### src/rtl/if_fetch_stage.sv
// MIPS instruction-fetch stage: PC, next-PC select, req/ready fetch, one-entry hold buffer, IF/ID register.
// Optional fetch address-error detection is enabled by defining IF_ADEL_EN.
module if_fetch_stage #(
  parameter logic [31:0] RESET_PC = 32'h0000_3000
`ifdef IF_ADEL_EN
  ,
  parameter logic [31:0] IM_BASE  = 32'h0000_3000,
  parameter logic [31:0] IM_SIZE  = 32'h0000_4000
`endif
) (
  input  logic        clk,
  input  logic        reset,
  input  logic        stall,
  input  logic [1:0]  npc_sel,
  input  logic [31:0] Branch,
  input  logic [31:0] jump,
  input  logic [31:0] ra,
  output logic        im_req,
  output logic [31:0] im_addr,
  input  logic        im_ready,
  input  logic [31:0] im_rdata,
  output logic [31:0] PC_IF,
  output logic [31:0] Instr_ID,
  output logic [31:0] PC4_ID,
  output logic        if_busy
`ifdef IF_ADEL_EN
  ,
  output logic        exc_adel_ID
`endif
);

  localparam logic [0:0] FETCH = 1'b0;
  localparam logic [0:0] HOLD  = 1'b1;

  logic [0:0]  state;
  logic [31:0] pc4_if;
  logic [31:0] npc;
  logic [31:0] fetch_data;
  logic [31:0] buf_instr;
  logic [31:0] buf_pc4;
  logic        illegal;
  logic        fetch_done;
  logic        advance_fetch;
  logic        advance_hold;
  logic        capture;

`ifdef IF_ADEL_EN
  assign illegal = (PC_IF[1:0] != 2'b00) || (PC_IF < IM_BASE) || ((PC_IF - IM_BASE) >= IM_SIZE);
`else
  assign illegal = 1'b0;
`endif

  // An illegal PC never reaches memory; it completes on its own with a zero word.
  assign fetch_done = illegal || im_ready;
  assign fetch_data = illegal ? 32'h0 : im_rdata;
  assign pc4_if     = PC_IF + 32'd4;

  // Gating with reset drops the request combinationally the moment reset asserts.
  assign im_req  = reset && (state == FETCH) && !illegal;
  assign im_addr = PC_IF;
  assign if_busy = reset && (state == FETCH) && !fetch_done;

  assign advance_fetch = (state == FETCH) && fetch_done && !stall;
  assign capture       = (state == FETCH) && fetch_done && stall;
  assign advance_hold  = (state == HOLD) && !stall;

  // NOTE: every output of a combinational block gets a default first, so no path infers a latch.
  always_comb begin
    npc = pc4_if;
    case (npc_sel)
      2'b01:   npc = Branch;
      2'b10:   npc = jump;
      2'b11:   npc = ra;
      default: npc = pc4_if;
    endcase
  end

  // NOTE: state registers use non-blocking assignments so every flop samples pre-edge values.
  always_ff @(posedge clk or negedge reset) begin
    if (!reset) begin
      PC_IF     <= RESET_PC;
      Instr_ID  <= 32'h0;
      PC4_ID    <= 32'h0;
      state     <= FETCH;
      buf_instr <= 32'h0;
      buf_pc4   <= 32'h0;
    end else begin
      if (advance_fetch) begin
        Instr_ID <= fetch_data;
        PC4_ID   <= pc4_if;
        PC_IF    <= npc;
      end else if (capture) begin
        buf_instr <= fetch_data;
        buf_pc4   <= pc4_if;
        state     <= HOLD;
      end else if (advance_hold) begin
        Instr_ID <= buf_instr;
        PC4_ID   <= buf_pc4;
        PC_IF    <= npc;
        state    <= FETCH;
      end
    end
  end

`ifdef IF_ADEL_EN
  logic buf_exc;

  always_ff @(posedge clk or negedge reset) begin
    if (!reset) begin
      exc_adel_ID <= 1'b0;
      buf_exc     <= 1'b0;
    end else begin
      if (advance_fetch) begin
        exc_adel_ID <= illegal;
      end else if (capture) begin
        buf_exc <= illegal;
      end else if (advance_hold) begin
        exc_adel_ID <= buf_exc;
      end
    end
  end
`endif

endmodule

### config.mk
export PLATFORM = sky130hd
export DESIGN_NAME = if_fetch_stage
export DESIGN_NICKNAME = d
export VERILOG_FILES = /design/src/rtl/if_fetch_stage.sv
export SDC_FILE = /design/constraint.sdc
export NUM_CORES = 1
export LEC_CHECK = 0
export CORE_MARGIN = 3
export CORE_UTILIZATION = 50
export DETAILED_ROUTE_END_ITERATION = 8
export PLACE_DENSITY = 0.88
export REMOVE_ABC_BUFFERS = 1
export SYNTH_ARGS = -nofsm -noshare
export SYNTH_HDL_FRONTEND = slang
export SYNTH_SLANG_ARGS = --single-unit
### constraint.sdc
create_clock -name clk -period 4.4 [get_ports clk]
set_input_delay 0.88 -clock clk [delete_from_list [all_inputs] [get_ports clk]]
set_output_delay 0.88 -clock clk [all_outputs]
set_load 0.01 [all_outputs]
==> metrics, run 1 <==
critical path class reg2out; grt met3 use 6.699%; P_leak 4.631 nW; boundary pin count 264; cells after synthesis 885; Fmax 0.3159 GHz; max-slew violations 0; # rows 47; Setup crit start kind flop; routing usage on met1 34.99%; fin crit period 3166 ps; CTS Buf Count 17; htree depth 4; DR vias 7886; fin area 0.01158 sq mm; All-Layer GR Usage 28.09%; initial core utilization 51.21%; die area 0.01858 sq mm; worst vdd ir 0.0003068 V; CTS sink count 161; FILL cells 1281; vias in the first global route 7827; flip-flop and latch area 0.004031 sq mm; Die Height 136.3 microns; first-pass GRT wire length 40850 microns; pwr/cell area 429.3 mW/mm^2; Slew headroom 30.34%; Hold Fails Final Rpt 0; YS warnings 0; synthesized flop and latch total 161; setup repair after global routing missed its margin no; Final #Nets 1220; initial antenna violation count 1; CP bufs+invs 1; antenna cells 0; post-layout util 69.84%; Layout Cells excl Fill 1318; final setup fails 0; Seq/Total Area, Yosys 47.47%; Worst path slowest cell nor2_1; core region area 0.01658 sq mm; Mapped Avg Cell Area 9.595 sq um; iteration-0 DRC count of the detailed router 573; area grow syn2layout 36.38%; detailed placement HPWL 18050 microns; Worst-Margin Slew 1042 ps; clock slew seen by the registers of the worst setup and hold paths 60 ps; Chip Width 136.3 microns; clock root cell clkbuf_16; grt met2 use 47.94%; WL final 26270 microns; ANT nets after route 0; fin crit share 71.95%; Placed Area 0.01103 sq mm; per-cell routed wire length 19.93 microns; Post-CTS Setup Inserts 0; Yosys cell types 51; Clock Skew 9.628 ps; DRC viols 0; drt pass-1 iters 5; layout cell share with drive strength beyond 1 11.48%; GP Congestion 0.8670; Hold Path Class in2async; Crit path max-delay family simple AND/OR/NAND/NOR gates; Multi-input gate area 0.003954 sq mm; status finished clean; hold buffer count at cts 0; Port Buffer Count 263; Max Cap Viol 0; Arr. time, crit path 2290 ps; gr ovfl total 0; crit-path max cell delay 580 ps; clock latency on the worst-skew pair 430 ps; CP Capture Type output port; post_cts resized 0; deepest clock path buffer count 2; Via density 5.983; crit path cell chain nor2_1 -> and2_1 -> clkdlybuf4s50_1; grt peak-use layer met2; Final TNS setup 0 ps; Mapped Area 0.008492 sq mm; largest net degree at the start of global routing 81; placed cell count 1286; CTS tree built; crit path max fanout 8; worst endpoint required time 3520 ps
-- sequential cells by signal, summed over array words and instances, names as in the netlist --
register	cells
state	1
PC4_ID	32
Instr_ID	32
buf_instr	32
buf_pc4	32
PC_IF	32
-- metrics by stage --
| step | hold WS (ps) | worst slack, ps | power [W] |
|---|---|---|---|
| 6_report | 301.1 | 1234 | 0.004972 |
| 5_1_grt | 300.8 | 1182 | 0.005213 |
| 4_1_cts | 299.0 | 1251 | 0.004987 |
| 3_5_place_dp | 462.3 | 1308 | 0.003584 |
| 3_3_place_gp | 453.6 | 1332 | 0.003525 |
| 2_1_floorplan | 441.8 | 412.9 | 0.002691 |
-- cells in the final DEF, fill, tap and decap left out, types with 3 or more instances in the layout --
master and count:
nor2b_1 6, a221oi_1 3, or3_1 9, o221ai_1 3
and3_1 6, mux2_2 50, a2bb2oi_1 10, nor3_2 3
buf_4 16, clkbuf_1 4, o22ai_1 48, o22a_1 6
xnor2_1 16, and4_1 5, mux4_2 7, o21ai_1 11
o31a_1 3, nor3_1 3, a21oi_1 84, o21ai_0 84
a22o_1 5, nand2_1 96, clkdlybuf4s50_1 258, nand4_1 8
a22oi_1 11, o21a_1 3, inv_1 8, xor2_1 12
a31oi_1 4, nor2_1 61, dfrtp_1 159, nand3_1 14
clkbuf_16 17, clkinv_2 3, mux2i_1 20, clkinvlp_4 3
and2_1 3, buf_2 4
-- per-layer routing --
metal  wire length, microns  vias to the layer above
met2                  13190                      422
met3                   2388                       50
met5                     13                        -
met4                    623                        2
met1                  10050                     3847
li1                       -                     3565
-- cell type report --
cell class                 instances  share of cell area [%]
clock inverter                     9                  0.7347
clock buffer                      23                   4.041
inverter                           9                  0.2917
timing repair buffer             279                   23.61
tap                              220                   2.377
multi-input combinational        617                   34.14
sequential                       161                   34.81
-- Yosys cell counts (all sizes together) --
cell,instances,share of area [%]
a22o,5,0.52
nor3b,1,0.088
a2bb2oi,10,1.0
nand2,96,4.2
a221oi,3,0.31
o2bb2ai,1,0.10
ha,1,0.15
nand2b,1,0.074
o21ai,96,5.7
a22oi,11,0.97
mux4,7,1.9
or4,1,0.13
o22ai,48,3.5
a221o,2,0.24
buf,56,4.1
a31oi,4,0.29
o21a,3,0.27
nor2,64,2.9
dfrtp,159,47
o221a,2,0.27
o221ai,3,0.31
o31a,3,0.31
a21oi,84,5.0
mux2,50,6.6
and2,3,0.22
xnor2,16,1.7
nand3,16,1.1
nor2b,6,0.44
xor2,12,1.2
and4,5,0.52
inv,9,0.40
nand4,9,0.74
o22a,6,0.62
mux2i,20,2.4
o31ai,2,0.18
and3,6,0.44
or3,9,0.66
dfstp,2,0.62
nor4,4,0.62
or2,1,0.074
clkbuf,42,1.9
nor3,6,0.53
-- cells by family (layout without fill, tap and decap cells) --
kind of cell	after synthesis	count (layout)	synth area share, %
buffers and inverters	107	320	6.365
AND/OR/NAND/NOR	228	228	12.73
flip-flops	161	161	47.47
adder cells (fa/ha/maj)	1	1	0.1473
XOR/XNOR	28	28	2.888
AO/OA/AOI/OAI	283	283	19.55
multiplexers	77	77	10.84
-- worst paths after layout --
kind	from	end	slack (ps)	cells past startpoint
worst max-delay path	state	if_busy	1230	3
worst min-delay path	reset	buf_pc4[1]	300	1
worst max register to register	state	PC4_ID[10]	2060	4
worst min register to register	buf_pc4[11]	buf_pc4[11]	480	2
max in group asynchronous	reset	buf_pc4[27]	2810	2
min in group clk	buf_pc4[11]	buf_pc4[11]	480	2
-- where the power goes --
group          internal [W]  leakage [nW]  total, W  switching (W)
Sequential          0.00180          1.88   0.00209       0.000293
Combinational      0.000827          2.49   0.00148       0.000651
Clock              0.000807         0.264   0.00140       0.000592
No activity file was read; power rests on OpenSTA's default activity.
==> run 2, diff against run 1 <==
--- a/config.mk
+++ b/config.mk
@@ -6,9 +6,9 @@
 export NUM_CORES = 1
 export LEC_CHECK = 0
 export CORE_MARGIN = 3
-export CORE_UTILIZATION = 50
+export CORE_UTILIZATION = 43
 export DETAILED_ROUTE_END_ITERATION = 8
-export PLACE_DENSITY = 0.88
+export PLACE_DENSITY = 0.81
 export REMOVE_ABC_BUFFERS = 1
 export SYNTH_ARGS = -nofsm -noshare
 export SYNTH_HDL_FRONTEND = slang
==> constraint.sdc (replaced) <==
create_clock -name clk -period 2.7 [get_ports clk]
set_input_delay 0.54 -clock clk [delete_from_list [all_inputs] [get_ports clk]]
set_output_delay 0.54 -clock clk [all_outputs]
set_load 0.01 [all_outputs]
==> run 2 against run 1 <==
Against the previous run: sequential power grew 63%; first-iteration DRC count decreased by 10%; non-clock buffer count grew 15; via count down 1.4%; sequential cell count stayed put; die area grew 16%; critical endpoint is now im_req.
==> metrics, run 2 (synthesis gave the netlist of run 1 again) <==
Arr. time, crit path 1870 ps; per-cell routed wire length 19.75 microns; htree depth 4; Worst-Margin Slew 802.6 ps; CTS sink count 161; All-Layer GR Usage 25.04%; clock root cell clkbuf_16; Via density 5.666; ANT nets after route 0; Hold Fails Final Rpt 0; Final #Nets 1235; post_cts resized 0; Layout Cells excl Fill 1373; vias in the first global route 7931; fin crit share 89.42%; hold buffer count at cts 1; critical path class in2out; DR vias 7779; Port Buffer Count 263; final setup fails 0; Max Cap Viol 0; drt pass-1 iters 4; clock latency on the worst-skew pair 430 ps; most frequent cells in the layout 258 x clkdlybuf4s50_1, 159 x dfrtp_1, 96 x nand2_1; core region area 0.01908 sq mm; initial core utilization 44.50%; WL final 27110 microns; Crit path max-delay family buffers and inverters; worst vdd ir 0.0004009 V; initial antenna violation count 1; most common cell after layout, fill and taps aside clkdlybuf4s50_1; # rows 50; placed cell count 1340; post-layout util 62.09%; Clock Skew 11.44 ps; CP bufs+invs 3; max-slew violations 0; status finished clean; first-pass GRT wire length 42790 microns; Slew headroom 46.29%; pwr/cell area 711.7 mW/mm^2; die area 0.02147 sq mm; worst endpoint required time 2160 ps; boundary pin count 264; DRC viols 0; Chip Width 146.5 microns; Die Height 146.5 microns; setup repair after global routing missed its margin no; gr ovfl total 0; iteration-0 DRC count of the detailed router 515; CTS Buf Count 17; GP Congestion 0.8557; clock slew seen by the registers of the worst setup and hold paths 60 ps; layout cell share with drive strength beyond 1 12.76%; antenna cells 0; crit path max fanout 5; Post-CTS Setup Inserts 0; deepest clock path buffer count 2; Hold Path Class in2async; Worst path slowest cell dlygate4sd3_1; CP Capture Type output port; crit path cell chain dlygate4sd3_1 -> buf_6 -> nor2b_1 -> clkdlybuf4s50_1; Setup crit start kind primary input; CTS tree built; fin crit period 2414 ps; area grow syn2layout 39.52%; largest net degree at the start of global routing 57; crit-path max cell delay 540 ps; Fmax 0.4142 GHz; detailed placement HPWL 19370 microns; P_leak 4.748 nW
==> run 2: path summary, 6_finish.rpt <==
check	from	to	slack (ps)	cells past startpoint
min reg2reg	buf_pc4[13]	buf_pc4[13]	470	2
max in group asynchronous	reset	PC4_ID[13]	700	4
min	reset	Instr_ID[5]	450	2
max	reset	im_req	290	4
max reg2reg	PC_IF[2]	PC_IF[8]	540	6
min in group clk	buf_pc4[13]	buf_pc4[13]	470	2
==> run 2: metal layers <==
metal	wire length, microns	global-route usage (%)
met2	13310	41.82
met5	13	0
met3	2372	6.828
met4	581	8.749
met1	10840	31.44
==> run 2: worst reg2reg max path, cell delays in order (launching register included) <==
cell and delay [ps]:
dfrtp_1 480, ha_1 290, nand2_1 210, nor2_1 200, xor2_1 130, mux4_2 470, mux2_2 270
==> run 2: where the power goes <==
group / internal, W / total [W] / switching (W)
registers: 0.00294 / 0.00341 / 0.000474
logic: 0.00137 / 0.00244 / 0.00107
clock network: 0.00158 / 0.00258 / 0.00101
==> run 2: per-stage QoR <==
stage	setup slack (ps)	total power [W]	setup TNS (ps)	area [sq um]	hold slack (ps)
detailed placement	444.1	0.005889	0	11210	318.6
finish	285.6	0.008432	0	11850	446.5
CTS	265.1	0.008485	0	11850	439.1
global route	234.6	0.008839	0	11850	444.1
global placement	527.7	0.005808	0	11210	317.4
floorplan	-1287	0.004386	-77560	7985	244.4
==> run 2: area by class of cell <==
cell class,instances,area [sq um]
Clock buffer,20,446.7
Clock inverter,12,182.7
Fill cell,1565,7233
Inverter,9,33.78
Multi-Input combinational cell,617,3954
Sequential cell,161,4031
Tap cell,260,325.3
Timing Repair Buffer,294,2874
